File: config.mk
export PLATFORM = sky130hd
export DESIGN_NAME = dlx_fetch_unit
export DESIGN_NICKNAME = d
export VERILOG_FILES = /design/src/rtl/dlx_pkg.sv /design/src/rtl/dlx_fetch_fifo.sv /design/src/rtl/dlx_fetch_unit.sv
export SDC_FILE = /design/constraint.sdc
export NUM_CORES = 1
export LEC_CHECK = 0
export CAP_MARGIN = 10
export CORE_MARGIN = 4
export CORE_UTILIZATION = 51
export DETAILED_ROUTE_END_ITERATION = 16
export PLACE_DENSITY = 0.81
export REMOVE_ABC_BUFFERS = 1
export SYNTH_ARGS = -nofsm -noshare
export SYNTH_HDL_FRONTEND = slang
export SYNTH_SLANG_ARGS = --single-unit
export TNS_END_PERCENT = 20
File: constraint.sdc
create_clock -name clk_i -period 3.37 [get_ports clk_i]
set_clock_uncertainty 0.1 [all_clocks]
set_input_delay 0.674 -clock clk_i [delete_from_list [all_inputs] [get_ports clk_i]]
set_output_delay 0.674 -clock clk_i [all_outputs]
set_load 0.1 [all_outputs]
File: src/rtl/dlx_pkg.sv
// -----------------------------------------------------------------------------
// dlx_pkg
// Shared definitions for the DLX core front end.
//   fetch_state_e : fetch unit state encoding (IDLE / FETCH / HALTED)
//   DLX_INST_W    : instruction width
//   DLX_ADDR_W    : byte address width
//   DLX_PC_STEP   : PC increment per sequential instruction (bytes)
//   slot_free     : prefetch buffer space check for a 2-entry buffer
// -----------------------------------------------------------------------------
package dlx_pkg;

    typedef enum logic [1:0] {
        ST_IDLE   = 2'd0,
        ST_FETCH  = 2'd1,
        ST_HALTED = 2'd2
    } fetch_state_e;

    localparam int DLX_INST_W  = 32;
    localparam int DLX_ADDR_W  = 32;
    localparam int DLX_PC_STEP = 4;

    // A slot is available when the buffer is not full, or when it is full
    // but the head leaves in the same cycle.
    function automatic logic slot_free(input logic [1:0] count, input logic pop);
        logic free_v;
        if (count < 2'd2) begin
            free_v = 1'b1;
        end else begin
            free_v = pop;
        end
        return free_v;
    endfunction

endpackage

File: src/rtl/dlx_fetch_fifo.sv
// -----------------------------------------------------------------------------
// dlx_fetch_fifo
// Two-entry in-order prefetch buffer built as a shift pair: slot 0 is always
// the head, so the head output comes straight from a register.
//   clk     : clock
//   rst_n   : asynchronous active-low reset (clears count and storage)
//   push    : write wr_data behind the current contents
//   pop     : drop the head entry
//   flush   : discard every entry; wins over push, may coincide with pop
//   wr_data : entry to push
//   count   : number of valid entries (0..2)
//   head    : oldest entry
// The caller must not push into a full buffer unless it pops in the same
// cycle, and must not pop an empty buffer.
// -----------------------------------------------------------------------------
module dlx_fetch_fifo #(
    parameter int WIDTH = 64
) (
    input  logic             clk,
    input  logic             rst_n,
    input  logic             push,
    input  logic             pop,
    input  logic             flush,
    input  logic [WIDTH-1:0] wr_data,
    output logic [1:0]       count,
    output logic [WIDTH-1:0] head
);

    logic [1:0]       count_r;
    logic [1:0]       count_n_s;
    logic [WIDTH-1:0] slot0_r;
    logic [WIDTH-1:0] slot1_r;
    logic [WIDTH-1:0] slot0_n_s;
    logic [WIDTH-1:0] slot1_n_s;

    // Next-state of the occupancy count and both storage slots.
    always_comb begin
        count_n_s = count_r;
        slot0_n_s = slot0_r;
        slot1_n_s = slot1_r;
        if (flush) begin
            // A concurrent pop has already been consumed by the reader;
            // stale data may remain in the slots, only the count matters.
            count_n_s = 2'd0;
        end else begin
            case ({push, pop})
                2'b10: begin
                    if (count_r == 2'd0) begin
                        slot0_n_s = wr_data;
                    end else begin
                        slot1_n_s = wr_data;
                    end
                    count_n_s = count_r + 2'd1;
                end
                2'b01: begin
                    slot0_n_s = slot1_r;
                    count_n_s = count_r - 2'd1;
                end
                2'b11: begin
                    // Count is unchanged; the new entry lands behind
                    // whatever survives the pop.
                    if (count_r == 2'd1) begin
                        slot0_n_s = wr_data;
                    end else begin
                        slot0_n_s = slot1_r;
                        slot1_n_s = wr_data;
                    end
                end
                default: begin
                    count_n_s = count_r;
                end
            endcase
        end
    end

    // Storage and count registers.
    always_ff @(posedge clk or negedge rst_n) begin
        if (!rst_n) begin
            count_r <= 2'd0;
            slot0_r <= '0;
            slot1_r <= '0;
        end else begin
            count_r <= count_n_s;
            slot0_r <= slot0_n_s;
            slot1_r <= slot1_n_s;
        end
    end

    assign count = count_r;
    assign head  = slot0_r;

endmodule

File: src/rtl/dlx_fetch_unit.sv
// -----------------------------------------------------------------------------
// dlx_fetch_unit
// Instruction fetch for the DLX core. Owns the PC, reads a combinational
// instruction ROM, buffers up to two fetched words and hands them to decode
// over valid/ready. Supports branch redirect (flush + reload) and halt.
//   clk_i / rst_n_i : clock, asynchronous active-low reset
//   imem_addr_o     : word address to the ROM (pc >> 2)
//   imem_en_o       : ROM word is captured into the buffer this cycle
//   imem_data_i     : ROM word for imem_addr_o, same cycle
//   inst_o          : head instruction
//   inst_pc_o       : byte PC of inst_o
//   inst_valid_o    : head valid
//   inst_ready_i    : decode accepts the head
//   redirect_i      : one-cycle redirect request, target redirect_pc_i
//   halt_i          : one-cycle request to stop fetching
//   halted_o        : fetch unit is halted
// -----------------------------------------------------------------------------
module dlx_fetch_unit
    import dlx_pkg::*;
#(
    parameter int                 ADDR_W   = DLX_ADDR_W,
    parameter int                 DATA_W   = DLX_INST_W,
    parameter logic [ADDR_W-1:0]  RESET_PC = '0
) (
    input  logic              clk_i,
    input  logic              rst_n_i,
    output logic [ADDR_W-1:0] imem_addr_o,
    output logic              imem_en_o,
    input  logic [DATA_W-1:0] imem_data_i,
    output logic [DATA_W-1:0] inst_o,
    output logic [ADDR_W-1:0] inst_pc_o,
    output logic              inst_valid_o,
    input  logic              inst_ready_i,
    input  logic              redirect_i,
    input  logic [ADDR_W-1:0] redirect_pc_i,
    input  logic              halt_i,
    output logic              halted_o
);

    localparam logic [ADDR_W-1:0] PC_STEP    = ADDR_W'(DLX_PC_STEP);
    localparam logic [ADDR_W-1:0] ALIGN_MASK = ADDR_W'(3);

    fetch_state_e                state_r;
    fetch_state_e                state_n_s;
    logic [ADDR_W-1:0]           pc_r;
    logic [ADDR_W-1:0]           pc_n_s;
    logic [ADDR_W-1:0]           target_s;
    logic                        push_s;
    logic                        pop_s;
    logic [1:0]                  count_s;
    logic [ADDR_W+DATA_W-1:0]    head_s;

    assign target_s = redirect_pc_i & ~ALIGN_MASK;
    assign pop_s    = inst_valid_o & inst_ready_i;

    // Capture only while fetching, never in a redirect cycle, and only when
    // the buffer has (or is about to have) room.
    always_comb begin
        push_s = 1'b0;
        if ((state_r == ST_FETCH) && !redirect_i) begin
            push_s = slot_free(count_s, pop_s);
        end else begin
            push_s = 1'b0;
        end
    end

    // Fetch FSM next state; redirect outranks halt.
    always_comb begin
        state_n_s = state_r;
        case (state_r)
            ST_IDLE: begin
                state_n_s = ST_FETCH;
            end
            ST_FETCH: begin
                if (redirect_i) begin
                    state_n_s = ST_FETCH;
                end else if (halt_i) begin
                    state_n_s = ST_HALTED;
                end else begin
                    state_n_s = ST_FETCH;
                end
            end
            ST_HALTED: begin
                if (redirect_i) begin
                    state_n_s = ST_FETCH;
                end else begin
                    state_n_s = ST_HALTED;
                end
            end
            default: begin
                state_n_s = ST_IDLE;
            end
        endcase
    end

    // Next PC: redirect target, sequential step on capture, else hold.
    // The increment wraps naturally at the top of the address space.
    always_comb begin
        pc_n_s = pc_r;
        if (redirect_i) begin
            pc_n_s = target_s;
        end else if (push_s) begin
            pc_n_s = pc_r + PC_STEP;
        end else begin
            pc_n_s = pc_r;
        end
    end

    // State and PC registers.
    always_ff @(posedge clk_i or negedge rst_n_i) begin
        if (!rst_n_i) begin
            state_r <= ST_IDLE;
            pc_r    <= RESET_PC;
        end else begin
            state_r <= state_n_s;
            pc_r    <= pc_n_s;
        end
    end

    dlx_fetch_fifo #(
        .WIDTH (ADDR_W + DATA_W)
    ) u_fifo (
        .clk     (clk_i),
        .rst_n   (rst_n_i),
        .push    (push_s),
        .pop     (pop_s),
        .flush   (redirect_i),
        .wr_data ({pc_r, imem_data_i}),
        .count   (count_s),
        .head    (head_s)
    );

    assign imem_addr_o  = {2'b00, pc_r[ADDR_W-1:2]};
    assign imem_en_o    = push_s;
    assign inst_valid_o = (count_s != 2'd0);
    assign inst_pc_o    = head_s[ADDR_W+DATA_W-1:DATA_W];
    assign inst_o       = head_s[DATA_W-1:0];
    assign halted_o     = (state_r == ST_HALTED);

endmodule

After elaboration in Yosys (flattened, before gate mapping)
Index checks and enable logic that the tools add are counted.

Add/sub/neg operators: 3. Order comparisons: 1. Equality and inequality tests: 9. Muxes and demuxes: 16. Bitwise operators: 2. Reductions and logical operators: 11.

Operators by type and width (count): 64-bit two-way mux (4); 64-bit one-hot mux with 3 select lines (1); 64-bit one-hot mux with 2 select lines (1); 32-bit two-way mux (2); 32-bit by 3-bit adder with 32-bit output, second input constant (1); 2-bit two-way mux (4); 2-bit by 1-bit equality test with 1-bit output, second input constant (3); 2-bit equality test, second input constant (3); 2-bit one-hot mux with 3 select lines (1); 2-bit nonzero test (3); 3-bit nonzero test (2); 2-bit logical NOT (2); 2-bit != test, second input constant (2); 2-bit one-hot mux with 2 select lines (1); 4-bit AND reduction (1); 3-bit AND reduction (1); 2-bit by 1-bit adder with 2-bit output, second input constant (1); 2-bit < comparator, second input constant (1); 1-bit two-way mux (2); 2-bit by 1-bit != test with 1-bit output, second input constant (1); 2-bit by 1-bit subtractor with 2-bit output, second input constant (1); 1-bit bitwise AND (1); 1-bit logical AND (1); 1-bit logical NOT (1); 1-bit NOT (1).

Bits in registers: 164. Bits of input ports: 69. Output and inout port bits: 99. Word-level logic and storage cells: 47.

Depth between registers and ports, before layout
Gate-level depths: netlist of the first run.

Depth in word-level cells: 7. Mapped depth: 9.

By module
A second synthesis of the first run with hierarchy kept.

Cell total of the unflattened synthesis: 572. Area, all modules: 7843.8 um2.

By module, submodules not included: dlx_fetch_fifo (times used 1, cells an instance 361, area an instance 5904.4 um2, sequential area each 3253.1 um2); dlx_fetch_unit (times used 1, cells an instance 211, area an instance 1939.4 um2, sequential area each 800.8 um2).

Worst setup path after synthesis of the first run
No wires, ideal clock.

Path type: flip-flop to output port. Start: register u_fifo.count_r[1], in the netlist u_fifo.count[1]. End: output imem_en_o. Arrival time: 2539 ps. Required time: 2596 ps. Slack: 57 ps. Cell stages (with the launch flop): 8. Path through: dfrtp_1 -> inv_1 -> ha_1 -> nand2b_1 -> buf_6 -> nand2_2 -> nand2_2 -> nor2_1.

Word-level cells in the longest chain between the ends: 4. Elaborated cells between the ends (all ways): 5.

Ends and longest elaborated chain: from (decl) (RTL line dlx_fetch_fifo.sv:29) `logic [1:0] count_r;`; from (signal assigned) (RTL line dlx_fetch_fifo.sv:83) `count_r <= count_n_s;`; 2-bit nonzero test (RTL line dlx_fetch_unit.sv:135) `assign inst_valid_o = (count_s != 2'd0);`; 1-bit bitwise AND (RTL line dlx_fetch_unit.sv:54) `assign pop_s = inst_valid_o & inst_ready_i;`; 1-bit two-way mux * (RTL line dlx_pkg.sv:26) `if (count < 2'd2) begin`; 1-bit two-way mux * (RTL line dlx_fetch_unit.sv:60) `if ((state_r == ST_FETCH) && !redirect_i) begin`; to (decl) (RTL line dlx_fetch_unit.sv:28) `output logic imem_en_o,`.

Every way passes the cells marked *; elsewhere a longest branch is shown, timed or not.

Worst setup path after layout of the first run
Ends and elaborated chain as after synthesis.

==> results of run 1 <==
## through the flow
stage          cells  worst slack (ns)  hold WS (ns)  setup TNS, ns  area [um^2]
6_report         993             0.269         0.219              0         9540
5_1_grt          993             0.128         0.295              0         9540
4_1_cts          993             0.259         0.259              0         9540
3_5_place_dp     961             0.344         0.379              0         8940
3_3_place_gp     961             0.428         0.366              0         8940
2_1_floorplan    605             -3.33         0.278        -281.05         7130
## cell families (layout without fill, tap and decap cells)
group,count (synthesis),in the layout,share of synthesized area (%)
AOI/OAI and AO/OA,109,109,8.47
xor gates and xnor gates,28,28,3.33
adders and majority gates,3,3,0.509
buffers and inverters,49,215,3.65
DFF,159,159,54.0
muxes,125,125,19.1
other,1,2,0.0509
and+or+nand+nor,172,172,10.9
## final cells by class
cell class                      instances  area [um^2]
Sequential cell                       159         3980
Timing Repair Buffer                  176         1560
Fill cell                            1026         4500
Tap cell                              180          225
Clock buffer                           22          464
Inverter                                7         26.3
Clock inverter                         10          136
Multi-Input combinational cell        439         3150
## worst max path at each step
stage | to | slack [ns] | depth (start not counted)
2_1_floorplan | u_fifo.head[0] | -3.33 | 4
3_3_place_gp | pc_r[31] | 0.43 | 7
3_5_place_dp | pc_r[31] | 0.34 | 7
4_1_cts | imem_en_o | 0.26 | 7
5_1_grt | imem_en_o | 0.13 | 7
6_report | imem_en_o | 0.27 | 7
## routing by layer
layer  global-route usage [%]  vias up  wire [um]
li1                         -     2556          -
met1                     26.9     2601       7260
met2                     35.6      136       8500
met3                     5.13       13        889
met4                     5.87        0        199
met5                        0        -          0
## worst max-delay path, cell delays in order (launching register included)
cell and delay [ns]:
dfrtp_1 0.49, inv_1 0.18, ha_1 0.29, nand2b_1 0.25, nand2_2 0.13, nand2_2 0.08
nor2_1 0.27, buf_12 0.22
## placed cells by master, fill, tap and decap left out, drive strengths merged
| cell | instances |
|---|---|
| nor3 | 5 |
| nor2b | 5 |
| and2 | 4 |
| nor4b | 1 |
| buf | 112 |
| nand4 | 11 |
| ha | 3 |
| a21o | 1 |
| nor4 | 6 |
| o2111ai | 1 |
| a2111oi | 3 |
| nand2 | 42 |
| xnor2 | 20 |
| clkinvlp | 3 |
| clkdlybuf4s50 | 64 |
| nor2 | 75 |
| bufinv | 3 |
| a31oi | 2 |
| mux2i | 62 |
| a21oi | 71 |
| mux2 | 63 |
| clkbuf | 22 |
| o21ai | 28 |
| nand3 | 12 |
| inv | 6 |
| o211ai | 1 |
| nand2b | 2 |
| a211o | 1 |
| clkinv | 5 |
| and3 | 5 |
| xor2 | 8 |
| or3 | 1 |
| and4 | 3 |
| dfrtp | 159 |
| a22oi | 1 |
| conb | 2 |
## flip-flops by register name, summed over array words and instances, names as in the netlist
register,flops
u_fifo.head,63
u_fifo.slot1_r,62
u_fifo.count,2
pc_r,30
state_r,2
==> metrics.yaml, run 1 <==
clock_tree:
  clk_pin_slew_worst_paths_ns: 0.06
  cts_sinks: 159
  clock_latency_ns: 0.41
  cts_root_buf: "clkbuf_16"
  hold_buffers: 0
  cts_resized: 0
  post_cts_buffers: 0
  clockBufferDepth: 2
  numCtsBuffers: 17
  h-tree-depth: 4
  cts_tree: "built"
drt:
  drt_iter0_markers: 321
  vias: 5306
  ant_nets: 0
  post-route-drc-count: 0
  routed_via_density: 5.34
  detail_route.wirelength_mm: 16.8
  dr.pass1.iters: 4
  routedWlPerCell_um: 17.0
job:
  cap_violations: 0
floorplan:
  die-area_um2: 16400
  rows: 43
  start_util_pct: 52.5
  die_h_um: 128
  core_um2: 14000
  fp.dieW_um: 128
  ios: 168
timing:
  hold_viol: 0
  slew_headroom_pct: 45.0
  fin_crit_ns: 3.10
  worst_pin_slew_ns: 0.826
  fmax_mhz: 322
  slew_viol_final: 0
  fin_crit_sh_pct: 92.0
  setup_violations: 0
  rsz0062_at_grt: "no"
grt:
  antenna_found_initial: 0
  grt_max_degree: 90
  track_usage_pct: 21.0
  grt_remaining_overflow: 0
  first_global_vias: 5437
  grt_pass1_wl_mm: 27.5
synth:
  ys_async_sr_fraction_pct: 100
  ys.flop_type: "dfrtp_1"
  ys_types: 43
  synth_area_per_cell_um2: 11.4
  synth_edf_count: 0
  yosysWarnings: 0
  synthTopCellsByCount: "159 x dfrtp_1, 75 x nor2_1, 71 x a21oi_1, 62 x mux2i_1, 40 x nand2_1"
  synthMostInstantiatedCell: "dfrtp_1"
  synthTopCellsByArea: "dfrtp_1 54%, mux2i_1 8.4%, a21oi_1 4.8%, mux2_2 4.3%, mux2_4 4.1%"
  yosysSeqAreaShare_pct: 54.0
  postSynthCellCount: 646
  synth_top_area_share_pct: 54.0
  synth_seq_cells: 159
  syn_area_um2: 7370
  synth.largest_area_cell: "dfrtp_1"
placement:
  gp_congestion: 0.783
  port_buffers: 163
  dp_hpwl_mm: 11.7
critical_path:
  worstSetupPathType: "reg2out"
  ff2ff_path_depth: 8
  reg2reg_from: "u_fifo.count[1]"
  ff2ff_setup_slack_ns: 0.50
  setup.worst_path.start_class: "flip-flop"
  critPathLaunch: "u_fifo.count[1]"
  r2r_end: "pc_r[31]"
  end_kind: "primary output"
  required_ns: 2.60
  worst-path-max-fanout: 6
  critPathArrivalTime_ns: 2.33
worst_hold_path:
  hold_path_class: "in2async"
final_layout:
  final_util_pct: 67.9
  insertedDiodeCount: 0
  syn_to_final_growth_pct: 29.5
  nNetsFinal: 872
  drive_gt1_share_pct: 24.6
outcome:
  status: "finished clean"
Power of run 1 is not shown: default switching activity piles up to over one toggle a cycle in this logic, so the estimate is an artifact.
==> run 2: changes to the inputs <==
--- a/config.mk
+++ b/config.mk
@@ -11,6 +11,7 @@
 export DETAILED_ROUTE_END_ITERATION = 16
 export PLACE_DENSITY = 0.81
 export REMOVE_ABC_BUFFERS = 1
+export SKIP_CTS_REPAIR_TIMING = 1
 export SYNTH_ARGS = -nofsm -noshare
 export SYNTH_HDL_FRONTEND = slang
 export SYNTH_SLANG_ARGS = --single-unit
==> constraint.sdc (replaced) <==
create_clock -name clk_i -period 3.3 [get_ports clk_i]
set_clock_uncertainty 0.1 [all_clocks]
set_input_delay 0.66 -clock clk_i [delete_from_list [all_inputs] [get_ports clk_i]]
set_output_delay 0.66 -clock clk_i [all_outputs]
set_load 0.005 [all_outputs]
==> run 2 against run 1 <==
Net effect:
- register-to-register slack improved by 0.13 ns
- cell area is 2.5% higher
- worst hold slack worse by 0.036 ns
- cell count down 0.10%
- setup slack lost 0.087 ns
- wire length increased by 5.2%
- critical path type unchanged
- highest routed layer unchanged
==> metrics.yaml, run 2 (synthesis gave the netlist of run 1 again) <==
power:
  ir_drop_uv: 431
  powerDensity_nw_per_um2: 845
  power.leakage_nw: 4.01
clock_tree:
  h-tree-depth: 4  # unchanged
  clockBufferDepth: 2  # unchanged
  cts_root_buf: "clkbuf_16"
  numCtsBuffers: 17  # unchanged
  cts_sinks: 159  # unchanged
  clock_latency_ns: 0.41  # about the same
  clk_pin_slew_worst_paths_ns: 0.06  # about the same
  cts_tree: "built"
timing:
  worst_slack_ns: 0.182  # -0.0871 ns
  setup_violations: 0  # unchanged
  fmax_mhz: 321
  slew_headroom_pct: 45.4  # +0.40 points
  slew_viol_final: 0  # unchanged
  worst_pin_slew_ns: 0.819  # -0.00607 ns
  rsz0062_at_grt: "no"
  finalSetupTns_ns: 0  # unchanged
  hold_viol: 0  # unchanged
  fin_crit_ns: 3.12
  fin_crit_sh_pct: 94.5
placement:
  port_buffers: 163  # unchanged
  gp_congestion: 0.806  # +2.9%
  dp_hpwl_mm: 11.9  # +1.9%
  dp_slack_ns: 0.362  # +0.0175 ns
critical_path:
  r2r_end: "u_fifo.slot1_r[15]"
  critPathArrivalTime_ns: 2.36  # +0.03 ns
  required_ns: 2.54  # -0.06 ns
  worst-path-max-fanout: 6  # unchanged
  setup.worst_path.start_class: "flip-flop"
  ff2ff_path_depth: 8  # unchanged
  end_kind: "primary output"
  ff2ff_setup_slack_ns: 0.63  # +0.13 ns
  worstSetupPathType: "reg2out"
  reg2reg_from: "u_fifo.count[1]"
drt:
  dr.pass1.iters: 4  # unchanged
  ant_nets: 0  # unchanged
  vias: 5458  # +2.9%
  routedWlPerCell_um: 17.9  # +5.3%
  drt_iter0_markers: 337  # +5.0%
  post-route-drc-count: 0  # unchanged
  routed_via_density: 5.50  # +3.0%
  detail_route.wirelength_mm: 17.7  # +5.2%
final_layout:
  final_cell_mix: "161 x clkdlybuf4s50_1, 158 x dfrtp_1, 75 x nor2_1"
  drive_gt1_share_pct: 12.8  # -12 points
  layout_commonest_cell: "clkdlybuf4s50_1"
  syn_to_final_growth_pct: 32.7
  nNetsFinal: 874  # +0.23%
  largest_reg_flops: 63  # unchanged
  insertedDiodeCount: 0  # unchanged
floorplan:
  die-area_um2: 16400  # unchanged
  fp.dieW_um: 128  # unchanged
  die_h_um: 128  # unchanged
  core_um2: 14000  # unchanged
  rows: 43  # unchanged
  start_util_pct: 52.5  # unchanged
  ios: 168  # unchanged
grt:
  grt_max_degree: 89  # -1.1%
  first_global_vias: 5791  # +6.5%
  grt_remaining_overflow: 0  # unchanged
  grt_pass1_wl_mm: 29.0  # +5.2%
  track_usage_pct: 22.1  # +1.1 points
  antenna_found_initial: 0  # unchanged
worst_hold_path:
  hold_path_class: "in2async"
outcome:
  status: "finished clean"
job:
  cap_violations: 0  # unchanged
-- run 2: cell count changes in the layout (fill, tap and decap cells not counted), moves of 2 or more --
cell             before  now
clkdlybuf4s50_1      64  161
buf_4               104   11
clkinvlp_4            3    0
buf_12                6    4
clkbuf_8              2    5
clkinv_2              3    1
-- run 2: worst max-delay path by stage --
stage | from | cells after the start | slack (ns) | endpoint
after floorplan | redirect_i | 4 | -3.38 | u_fifo.head[0]
after global placement | inst_ready_i | 6 | 0.38 | imem_en_o
after detailed placement | inst_ready_i | 6 | 0.36 | imem_en_o
after CTS | u_fifo.count[1] | 7 | 0.1 | imem_en_o
after global routing | u_fifo.count[1] | 7 | 0.09 | imem_en_o
final | u_fifo.count[1] | 7 | 0.18 | imem_en_o
-- run 2: through the flow --
stage | utilization [%] | total power [W] | hold WS, ns | area, um^2 | std cells
floorplan | - | 0.00492 | 0.264 | 7130 | 605
global placement | 65.3 | 0.00611 | 0.366 | 9170 | 963
detailed placement | 65.3 | 0.00628 | 0.376 | 9170 | 963
CTS | 69.6 | 0.00833 | 0.236 | 9780 | 992
global route | 69.6 | 0.00876 | 0.248 | 9780 | 992
finish | 69.6 | 0.00827 | 0.183 | 9780 | 992
-- run 2: cell type report --
| type | instances | area [um^2] |
|---|---|---|
| multi-input combinational | 439 | 3150 |
| timing repair buffer | 178 | 1790 |
| clock buffer | 24 | 502 |
| inverter | 7 | 26.3 |
| sequential | 159 | 3980 |
| fill | 997 | 4260 |
| tap | 180 | 225 |
| clock inverter | 5 | 104 |
-- run 2: report_power, final --
group / switching (W) / internal, W
clock: 0.000732 / 0.00128
sequential: 0.000518 / 0.00277
combinational: 0.00123 / 0.00174
total: 0.00248 / 0.00579
-- run 2: per-layer routing --
| layer | track usage, % | vias up | routed length, um |
|---|---|---|---|
| li1 | - | 2552 | - |
| met1 | 27.0 | 2720 | 7450 |
| met2 | 37.3 | 159 | 8990 |
| met3 | 6.63 | 27 | 959 |
| met4 | 7.30 | 0 | 320 |
| met5 | 0 | - | 0 |
-- run 2: critical path, cell delays in order, from the launching register on --
cell and delay [ns]:
dfrtp_2 0.44, inv_1 0.13, ha_1 0.29, nand2b_1 0.21
nand2_2 0.11, nand2_2 0.09, nor2_1 0.16, clkdlybuf4s50_1 0.53
(Power assumes the default switching activity.)
==> run 3: changes to the inputs <==
--- a/config.mk
+++ b/config.mk
@@ -6,7 +6,7 @@
 export NUM_CORES = 1
 export LEC_CHECK = 0
 export CAP_MARGIN = 10
-export CORE_MARGIN = 4
+export CORE_MARGIN = 2
 export CORE_UTILIZATION = 51
 export DETAILED_ROUTE_END_ITERATION = 16
 export PLACE_DENSITY = 0.81
==> run 3 against run 2 <==
Net effect:
- global-route usage increased by 1.1 points
- non-clock buffer count fell by 1
- sequential cell count did not move
- critical path type unchanged
- largest power group unchanged
==> metrics.yaml, run 3 (synthesis gave the netlist of run 1 again) <==
clock_tree:
  h-tree-depth: 4  # unchanged
  cts_sinks: 159  # unchanged
  cts_root_buf: "clkbuf_16"
  clockBufferDepth: 2  # unchanged
  numCtsBuffers: 17  # unchanged
  clock_latency_ns: 0.42  # about the same
  cts_tree: "built"
  clk_pin_slew_worst_paths_ns: 0.07  # about the same
grt:
  grt_pass1_wl_mm: 28.7  # -0.86%
  grt_remaining_overflow: 0  # unchanged
  grt_max_degree: 96  # +7.9%
  track_usage_pct: 23.1  # +1.1 points
  first_global_vias: 5596  # -3.4%
  antenna_found_initial: 0  # unchanged
drt:
  post-route-drc-count: 0  # unchanged
  routedWlPerCell_um: 17.6  # -1.5%
  routed_via_density: 5.42  # -1.4%
  drt_iter0_markers: 270  # -20%
  ant_nets: 0  # unchanged
  vias: 5375  # -1.5%
  dr.pass1.iters: 5  # +1
  detail_route.wirelength_mm: 17.4  # -1.6%
critical_path:
  worstSetupPathType: "reg2out"
  crit_slowest_cell: "clkdlybuf4s50_1"
  required_ns: 2.54  # about the same
  r2r_end: "u_fifo.slot1_r[9]"
  worst-path-max-fanout: 6  # unchanged
  slowest_delay_ns: 0.52  # about the same
  setup.worst_path.start_class: "flip-flop"
  ff2ff_path_depth: 8  # unchanged
  reg2reg_from: "u_fifo.count[1]"
  critPathArrivalTime_ns: 2.38  # +0.02 ns
  crit_buf_inv: 2  # unchanged
  path_cells: "inv_1 -> ha_2 -> nand2b_2 -> nand2_2 -> nand2_2 -> nor2_1 -> clkdlybuf4s50_1"
  crit_family: "buffers and inverters"
  end_kind: "primary output"
  ff2ff_setup_slack_ns: 0.62  # about the same
  path_common_cell: "nand2_2"
timing:
  fin_crit_sh_pct: 95.1  # +0.63 points
  setup_violations: 0  # unchanged
  fin_crit_ns: 3.14  # +0.0207 ns
  slew_headroom_pct: 48.5  # +3.1 points
  hold_viol: 0  # unchanged
  slew_viol_final: 0  # unchanged
  worst_slack_ns: 0.161  # -0.0207 ns
  worst_pin_slew_ns: 0.773  # -0.0467 ns
  rsz0062_at_grt: "no"
  fmax_mhz: 319  # -0.66%
  finalSetupTns_ns: 0  # unchanged
final_layout:
  drive_gt1_share_pct: 12.8  # +0.016 points
  syn_to_final_growth_pct: 31.9
  finish.instance_area_um2: 9720  # -0.59%
  insertedDiodeCount: 0  # unchanged
  final_cell_mix: "161 x clkdlybuf4s50_1, 158 x dfrtp_1, 75 x nor2_1"
  largest_reg_flops: 63  # unchanged
  nNetsFinal: 873  # -0.11%
  layout_commonest_cell: "clkdlybuf4s50_1"
placement:
  gp_congestion: 0.777  # -3.6%
  dp_slack_ns: 0.290  # -0.0714 ns
  dp_hpwl_mm: 11.6  # -1.9%
  port_buffers: 163  # unchanged
  placed_area_um2: 9150  # -0.22%
power:
  design_power_total_w: 0.00813  # -1.6%
  powerDensity_nw_per_um2: 837  # -1.0%
  power.leakage_nw: 3.97  # -0.92%
  ir_drop_uv: 406  # -5.7%
worst_hold_path:
  hold_path_class: "in2async"
outcome:
  status: "finished clean"
floorplan:
  ios: 168  # unchanged
  core_um2: 14000  # -0.38%
  start_util_pct: 52.7  # +0.20 points
  fp.dieW_um: 124  # -3.1%
  die-area_um2: 15400  # -6.1%
  die_h_um: 124  # -3.1%
  rows: 43  # unchanged
job:
  cap_violations: 0  # unchanged
==> run 3: power breakdown <==
group | internal, W | leakage (nW) | switching [W]
registers | 0.00277 | 1.86 | 0.000522
clock network | 0.00116 | 0.271 | 0.000741
logic | 0.00173 | 1.84 | 0.00121
==> run 3: final cells by class <==
type                       count  area, um^2
multi-input combinational    439        3160
tap                          180         225
sequential                   159        3980
fill                        1043        4270
inverter                       7        26.3
clock inverter                 6        85.1
clock buffer                  23         478
timing repair buffer         177        1770
==> run 3: worst register-to-register path, delay by kind of cell (launching register included) <==
family                   cells  cell delay, ns
flip-flops                   1            0.46
AO/OA/AOI/OAI                1            0.38
adder cells (fa/ha/maj)      1            0.24
buffers and inverters        2            0.52
AND/OR/NAND/NOR              3            0.45
multiplexers                 1            0.41
==> run 3: layer usage <==
| layer | share of wire [%] | routed length [um] | track usage [%] | vias up |
|---|---|---|---|---|
| met4 | 2.0 | 348 | 8.13 | 0 |
| met2 | 50 | 8730 | 37.8 | 142 |
| met1 | 43 | 7540 | 30.2 | 2658 |
| met5 | 0 | 0 | 0 | - |
| li1 | - | - | - | 2546 |
| met3 | 4.7 | 821 | 5.64 | 29 |
==> run 3: worst max path at each step <==
stage	from	endpoint	slack [ns]	cells after the start
final	u_fifo.count[1]	imem_en_o	0.16	7
after global routing	u_fifo.count[1]	imem_en_o	0.05	7
after CTS	u_fifo.count[1]	imem_en_o	-0.05	7
after detailed placement	inst_ready_i	u_fifo.slot1_r[9]	0.29	7
after global placement	inst_ready_i	imem_en_o	0.27	6
after floorplan	redirect_i	u_fifo.head[0]	-3.38	4
==> run 3: metrics by stage <==
| step | hold WS (ns) | instances | utilization, % |
|---|---|---|---|
| after floorplan | 0.264 | 605 | - |
| after global placement | 0.366 | 962 | 65.4 |
| after detailed placement | 0.375 | 962 | 65.4 |
| after CTS | 0.214 | 991 | 69.4 |
| after global routing | 0.247 | 991 | 69.5 |
| final | 0.157 | 991 | 69.5 |
